`src/rtl/gate_timing_gen.sv`:
```
// gate_timing_gen: generates the STV/CPV/OE gate-driver timing for one panel scan.
//
// A scan is line_num lines, each cpv_period clocks long. A free-running pixel
// counter (pc) and a line counter step through the scan. All pulse outputs are
// registered from the next-state counters, so the edge that accepts start
// already shows the line-0/pc-0 levels.
//
// Ports:
//   clk_20mhz, rst_20mhz  - clock, synchronous active-high reset
//   start, abort          - scan request pulse / terminate current scan
//   cfg_*                 - scan configuration, sampled only when start is accepted
//   tg_stv, tg_cpv, tg_oe - registered gate timing pulses
//   busy                  - scan in progress
//   done                  - one-cycle pulse after the last clock of the last line
//   cfg_err               - one-cycle pulse when start is rejected for bad config
//   line_cnt              - current line index
//   frame_cnt             - completed-scan count (wraps)
//
// Build option: define GATE_TG_OE_GEN_EN to build the OE generator; otherwise
// tg_oe is tied low and cfg_oe_start/cfg_oe_width are ignored.
module gate_timing_gen #(
    parameter int unsigned CNT_W  = 16,
    parameter int unsigned LINE_W = 12
) (
    input  logic              clk_20mhz,
    input  logic              rst_20mhz,
    input  logic              start,
    input  logic              abort,
    input  logic [LINE_W-1:0] cfg_line_num,
    input  logic [CNT_W-1:0]  cfg_cpv_period,
    input  logic [CNT_W-1:0]  cfg_cpv_high,
    input  logic [CNT_W-1:0]  cfg_stv_width,
    input  logic [CNT_W-1:0]  cfg_oe_start,
    input  logic [CNT_W-1:0]  cfg_oe_width,
    output logic              tg_stv,
    output logic              tg_cpv,
    output logic              tg_oe,
    output logic              busy,
    output logic              done,
    output logic              cfg_err,
    output logic [LINE_W-1:0] line_cnt,
    output logic [31:0]       frame_cnt
);

    typedef enum logic {StIdle = 1'b0, StScan = 1'b1} state_e;

    state_e            state_q, state_d;
    logic [CNT_W-1:0]  pc_q, pc_d;
    logic [LINE_W-1:0] line_q, line_d;
    logic [31:0]       frame_d;

    logic [LINE_W-1:0] line_num_q;
    logic [CNT_W-1:0]  period_q, cpv_high_q, stv_width_q;

    logic load;
    logic cfg_valid;
    logic done_d, err_d;
    logic stv_d, cpv_d, oe_d;
    logic in_scan_d;

    // Compare thresholds for the next cycle: on the accepting edge the latch
    // is not yet loaded, so use the live config inputs.
    logic [CNT_W-1:0] eff_cpv_high, eff_stv_width;

    assign cfg_valid = (cfg_line_num != '0) && (cfg_cpv_period >= CNT_W'(2)) &&
                       (cfg_cpv_high != '0) && (cfg_cpv_high < cfg_cpv_period);

    assign eff_cpv_high  = load ? cfg_cpv_high  : cpv_high_q;
    assign eff_stv_width = load ? cfg_stv_width : stv_width_q;

    assign busy     = (state_q == StScan);
    assign line_cnt = line_q;

    // Next-state logic
    always_comb begin
        state_d = state_q;
        pc_d    = pc_q;
        line_d  = line_q;
        frame_d = frame_cnt;
        done_d  = 1'b0;
        err_d   = 1'b0;
        load    = 1'b0;
        case (state_q)
            StIdle: begin
                // abort has priority over a simultaneous start
                if (start && !abort) begin
                    if (cfg_valid) begin
                        load    = 1'b1;
                        state_d = StScan;
                        pc_d    = '0;
                        line_d  = '0;
                    end else begin
                        err_d = 1'b1;
                    end
                end
            end
            StScan: begin
                if (abort) begin
                    state_d = StIdle;
                    pc_d    = '0;
                    line_d  = '0;
                end else if (pc_q == period_q - CNT_W'(1)) begin
                    pc_d = '0;
                    if (line_q == line_num_q - LINE_W'(1)) begin
                        state_d = StIdle;
                        line_d  = '0;
                        done_d  = 1'b1;
                        frame_d = frame_cnt + 32'd1;
                    end else begin
                        line_d = line_q + LINE_W'(1);
                    end
                end else begin
                    pc_d = pc_q + CNT_W'(1);
                end
            end
            default: state_d = StIdle;
        endcase
    end

`ifdef GATE_TG_OE_GEN_EN
    logic [CNT_W-1:0] oe_start_q, oe_width_q;
    logic [CNT_W-1:0] eff_oe_start, eff_oe_width;
    logic [CNT_W:0]   oe_end;

    assign eff_oe_start = load ? cfg_oe_start : oe_start_q;
    assign eff_oe_width = load ? cfg_oe_width : oe_width_q;
    // One extra bit so start + width never wraps back into the line
    assign oe_end = {1'b0, eff_oe_start} + {1'b0, eff_oe_width};

    always_ff @(posedge clk_20mhz) begin
        if (rst_20mhz) begin
            oe_start_q <= '0;
            oe_width_q <= '0;
        end else if (load) begin
            oe_start_q <= cfg_oe_start;
            oe_width_q <= cfg_oe_width;
        end
    end
`else
    logic unused_oe_cfg;
    assign unused_oe_cfg = ^{cfg_oe_start, cfg_oe_width};
`endif

    // Output next values, derived from next-state counters
    always_comb begin
        in_scan_d = (state_d == StScan);
        cpv_d     = in_scan_d && (pc_d < eff_cpv_high);
        stv_d     = in_scan_d && (line_d == '0) && (pc_d < eff_stv_width);
`ifdef GATE_TG_OE_GEN_EN
        oe_d      = in_scan_d && (pc_d >= eff_oe_start) && ({1'b0, pc_d} < oe_end);
`else
        oe_d      = 1'b0;
`endif
    end

    always_ff @(posedge clk_20mhz) begin
        if (rst_20mhz) begin
            state_q     <= StIdle;
            pc_q        <= '0;
            line_q      <= '0;
            frame_cnt   <= '0;
            line_num_q  <= '0;
            period_q    <= '0;
            cpv_high_q  <= '0;
            stv_width_q <= '0;
            tg_stv      <= 1'b0;
            tg_cpv      <= 1'b0;
            tg_oe       <= 1'b0;
            done        <= 1'b0;
            cfg_err     <= 1'b0;
        end else begin
            state_q   <= state_d;
            pc_q      <= pc_d;
            line_q    <= line_d;
            frame_cnt <= frame_d;
            if (load) begin
                line_num_q  <= cfg_line_num;
                period_q    <= cfg_cpv_period;
                cpv_high_q  <= cfg_cpv_high;
                stv_width_q <= cfg_stv_width;
            end
            tg_stv  <= stv_d;
            tg_cpv  <= cpv_d;
            tg_oe   <= oe_d;
            done    <= done_d;
            cfg_err <= err_d;
        end
    end

endmodule
```
`config.mk`:
```
export PLATFORM = sky130hd
export DESIGN_NAME = gate_timing_gen
export DESIGN_NICKNAME = d
export VERILOG_FILES = /design/src/rtl/gate_timing_gen.sv
export SDC_FILE = /design/constraint.sdc
export NUM_CORES = 1
export LEC_CHECK = 0
export ABC_AREA = 1
export ABC_CLOCK_PERIOD_IN_PS = 3850
export BUFFER_PORTS_ARGS = -buffer_cell sky130_fd_sc_hd__clkbuf_2
export CAP_MARGIN = 20
export CORE_UTILIZATION = 52
export CTS_CLUSTER_DIAMETER = 60
export DETAILED_ROUTE_END_ITERATION = 16
export PLACE_DENSITY = 0.9
export SLEW_MARGIN = 20
export SYNTH_ARGS = -nofsm -noshare
export SYNTH_HDL_FRONTEND = slang
export SYNTH_SLANG_ARGS = --single-unit
```
`constraint.sdc`:
```
create_clock -name clk_20mhz -period 3.85 [get_ports clk_20mhz]
set_input_delay 0.385 -clock clk_20mhz [delete_from_list [all_inputs] [get_ports clk_20mhz]]
set_output_delay 0.385 -clock clk_20mhz [all_outputs]
set_load 0.02 [all_outputs]
```
==> reports/qor.yml <==
outcome:
  status: "completed"
critical_path:
  startpoint_type: "input pin"
  rrSetupSlack_ns: 0.31
  critPathBufInv: 6
  r2r-start: "period_q[0]$_SDFFE_PP0P_"
  cp.arrival_ns: 3.91
  cp_max_fo: 14
  crit_end: "tg_cpv$_SDFF_PP0_"
  crit_required_ns: 4.18
  cp_num_cells: 20
  startpoint: "cfg_cpv_period[9]"
  slowest_stage: "inv_1"
  cp_slowest_stage_delay_ns: 0.35
  r2r-end: "tg_stv$_SDFF_PP0_"
  path_class: "in2reg"
  path_cells: "clkbuf_2 -> inv_1 -> ha_1 -> nand2_1 -> inv_1 -> o21ai_0 -> a21oi_1 -> nor3_1 -> buf_4 -> nand3_2 -> inv_1 -> buf_4 -> nand2_1 -> o21ai_0 -> ha_1 -> a21oi_1 -> nor2_1 -> a211oi_1 -> nand2_1 -> a21oi_1"
  end_kind: "flop"
  r2r_cells: 26
  crit_family: "buffers and inverters"
place:
  dp_cells: 1630
  finalWeightedCongestion: 0.948
  portBuffers: 112
  dp_slack_ns: -0.0779
  dp_hpwl_microns: 17700
  placed_cell_area_sq_um: 9320
finish:
  fin_cells: 1662
  layout_common_cells: "323 x nand2_1, 169 x nor2_1, 165 x inv_1"
  drive_gt1_share_pct: 13.8
  design_area_sq_um: 9930
  syn_to_final_growth_pct: 16.8
  n_antenna_cell: 0
  fin_nets: 1581
  final_common_cell: "nand2_1"
cts:
  clk_pin_slew_worst_paths_ns: 0.05
  clockRootBuffer: "clkbuf_16"
  cts_buffer_depth: 2
  insertion_delay_ns: 0.43
  hold_buffers: 0
  cts_tree: "yes"
  clock-sinks: 125
  htreeDepth: 4
  numCtsBuffers: 17
timing:
  fin_crit_ns: 3.58
  holdWs_ns: 0.239
  slew_viol_final: 0
  clock.fmax_mhz: 280
  finalSetupViolCount: 0
  period_share_pct: 92.9
  fin_ws_ns: 0.272
  timing.setup.tns_ns: 0
  clock-skew-final_ns: 0.0120
  worst_slew_pin_slew_ns: 0.866
  hold_violations: 0
  slew_headroom_pct: 41.7
worst_hold_path:
  hp-class: "in2reg"
detailed_routing:
  viasPerCell: 5.63
  post_drt_wl_per_cell_microns: 14.6
  drtPass1Iterations: 5
  vias: 9361
  drcViolationCount: 0
  drt_iter0_drc: 889
  routed_wl_microns: 24200
  drtAntennaViolNets: 0
power:
  powerDensity_nw_per_um2: 372
  switchingPower_uw: 1070
  swShare_pct: 29.1
  clkPwrFrac_pct: 43.2
  intPower_uw: 2620
  ir_drop_uv: 311
  pwr-share-comb_pct: 19.6
  leakage_uw: 0.00496
  pwr-share-seq_pct: 37.1
global_route:
  grt-ovfl-total: 0
  antenna_found_initial: 0
  grt_max_degree: 79
  track_usage_pct: 29.3
  grt_pass1_wl_microns: 39300
  grt_pass1_vias: 8550
floorplanning:
  fp.dieW_microns: 130
  core_area_sq_um: 15900
  die_h_microns: 130
  rows: 46
  initial_core_util_pct: 53.3
  dieArea_sq_um: 16900
  ios: 146
yosys:
  async_flop_share_pct: 0
  ys_warn_count: 0
  synthCells: 1322
  synth_area_sq_um: 8500
  ys_ff_latch: 125
  ys.flop_type: "dfxtp_1"
  avgSynthCellArea_sq_um: 6.43
  syn_nets: 1468
  ys_seq_area_share_pct: 29.4
  synth-edff-count: 0
  synth_cell_type_count: 43
run:
  max_cap_viol_count: 0
==> timing repair <==
| action | in CTS | in global routing |
|---|---|---|
| pin swaps | 0 | 3 |
| endpoints found under the setup margin | 1 | 1 |
| buffers inserted | 0 | 2 |
| resized for setup | 1 | 3 |
==> sequential cells by signal (all words and copies together), names as in the netlist <==
name and count:
frame_cnt 32, cpv_high_q 16, pc_q 16, period_q 16, stv_width_q 16, line_cnt 12
line_num_q 12, busy 1, cfg_err 1, done 1, tg_cpv 1, tg_stv 1
==> stage by stage <==
stage / utilization, % / total power (uW)
5_1_grt: 62.3 / 3850
4_1_cts: 62.1 / 3680
3_3_place_gp: 58.5 / 2070
3_5_place_dp: 58.5 / 2090
2_1_floorplan: - / 1910
6_report: 62.3 / 3690
==> final cells by class <==
| type | count | area [sq um] |
|---|---|---|
| Multi-Input combinational cell | 993 | 5250 |
| Inverter | 167 | 627 |
| Clock inverter | 6 | 83.8 |
| Tap cell | 216 | 270 |
| Fill cell | 1342 | 6010 |
| Timing Repair Buffer | 131 | 703 |
| Sequential cell | 125 | 2500 |
| Clock buffer | 24 | 502 |
==> synth_stat cells (5+ instances only) <==
cell | count | area share, %
a211oi_1 | 7 | 0.62
a21oi_1 | 98 | 5.8
clkbuf_1 | 30 | 1.3
dfxtp_1 | 125 | 29
ha_1 | 50 | 7.4
inv_1 | 165 | 7.3
mux2i_1 | 15 | 1.8
nand2_1 | 323 | 14
nand2_2 | 7 | 0.51
nand3_1 | 101 | 5.9
nand3b_1 | 7 | 0.62
nand4_1 | 38 | 2.8
nor2_1 | 171 | 7.5
nor2_2 | 8 | 0.59
nor2_4 | 8 | 1.1
nor3_1 | 24 | 1.4
nor4_1 | 9 | 0.66
o21a_1 | 5 | 0.44
o21ai_0 | 62 | 3.6
xnor2_1 | 11 | 1.1
xor2_1 | 26 | 2.7
==> tightest hold or removal path, stage by stage <==
cell and delay (ns):
clkbuf_2 0.10, nand2_1 0.07, a21oi_1 0.06
==> worst min path at each step <==
stage,from,endpoint,slack [ns],depth (start not counted)
floorplan,stv_width_q[0]$_SDFF_PP0_,stv_width_q[0]$_SDFF_PP0_,0.45,2
global placement,stv_width_q[0]$_SDFF_PP0_,stv_width_q[0]$_SDFF_PP0_,0.46,2
detailed placement,period_q[1]$_SDFFE_PP0P_,period_q[1]$_SDFFE_PP0P_,0.48,2
CTS,cfg_line_num[11],line_num_q[11]$_SDFFE_PP0P_,0.24,3
global route,cfg_stv_width[9],stv_width_q[9]$_SDFF_PP0_,0.25,3
finish,cfg_line_num[10],line_num_q[10]$_SDFFE_PP0P_,0.24,3
==> routing by layer <==
metal  track usage (%)  share of wire (%)
met5                 0                  0
met4              13.9                4.2
met3              5.33                8.9
met2              49.2                 46
met1              36.2                 41
==> cells by family after synthesis <==
family,count (synthesis),share of synthesized area [%]
compound gates,181,11.4
xor+xnor,37,3.81
fa+ha+maj,50,7.36
buf+inv,204,9.11
flops,125,29.4
mux,15,1.77
other cells,1,0.0441
simple gates,709,37.1
==> power by group through the flow <==
| stage | registers [uW] | logic, uW | clock network (uW) |
|---|---|---|---|
| floorplan | 1390 | 522 | 0 |
| global placement | 1390 | 674 | 0 |
| detailed placement | 1400 | 696 | 0 |
| CTS | 1370 | 710 | 1600 |
| global route | 1370 | 824 | 1650 |
| finish | 1370 | 724 | 1600 |
Power figures use the tool's default switching activity.
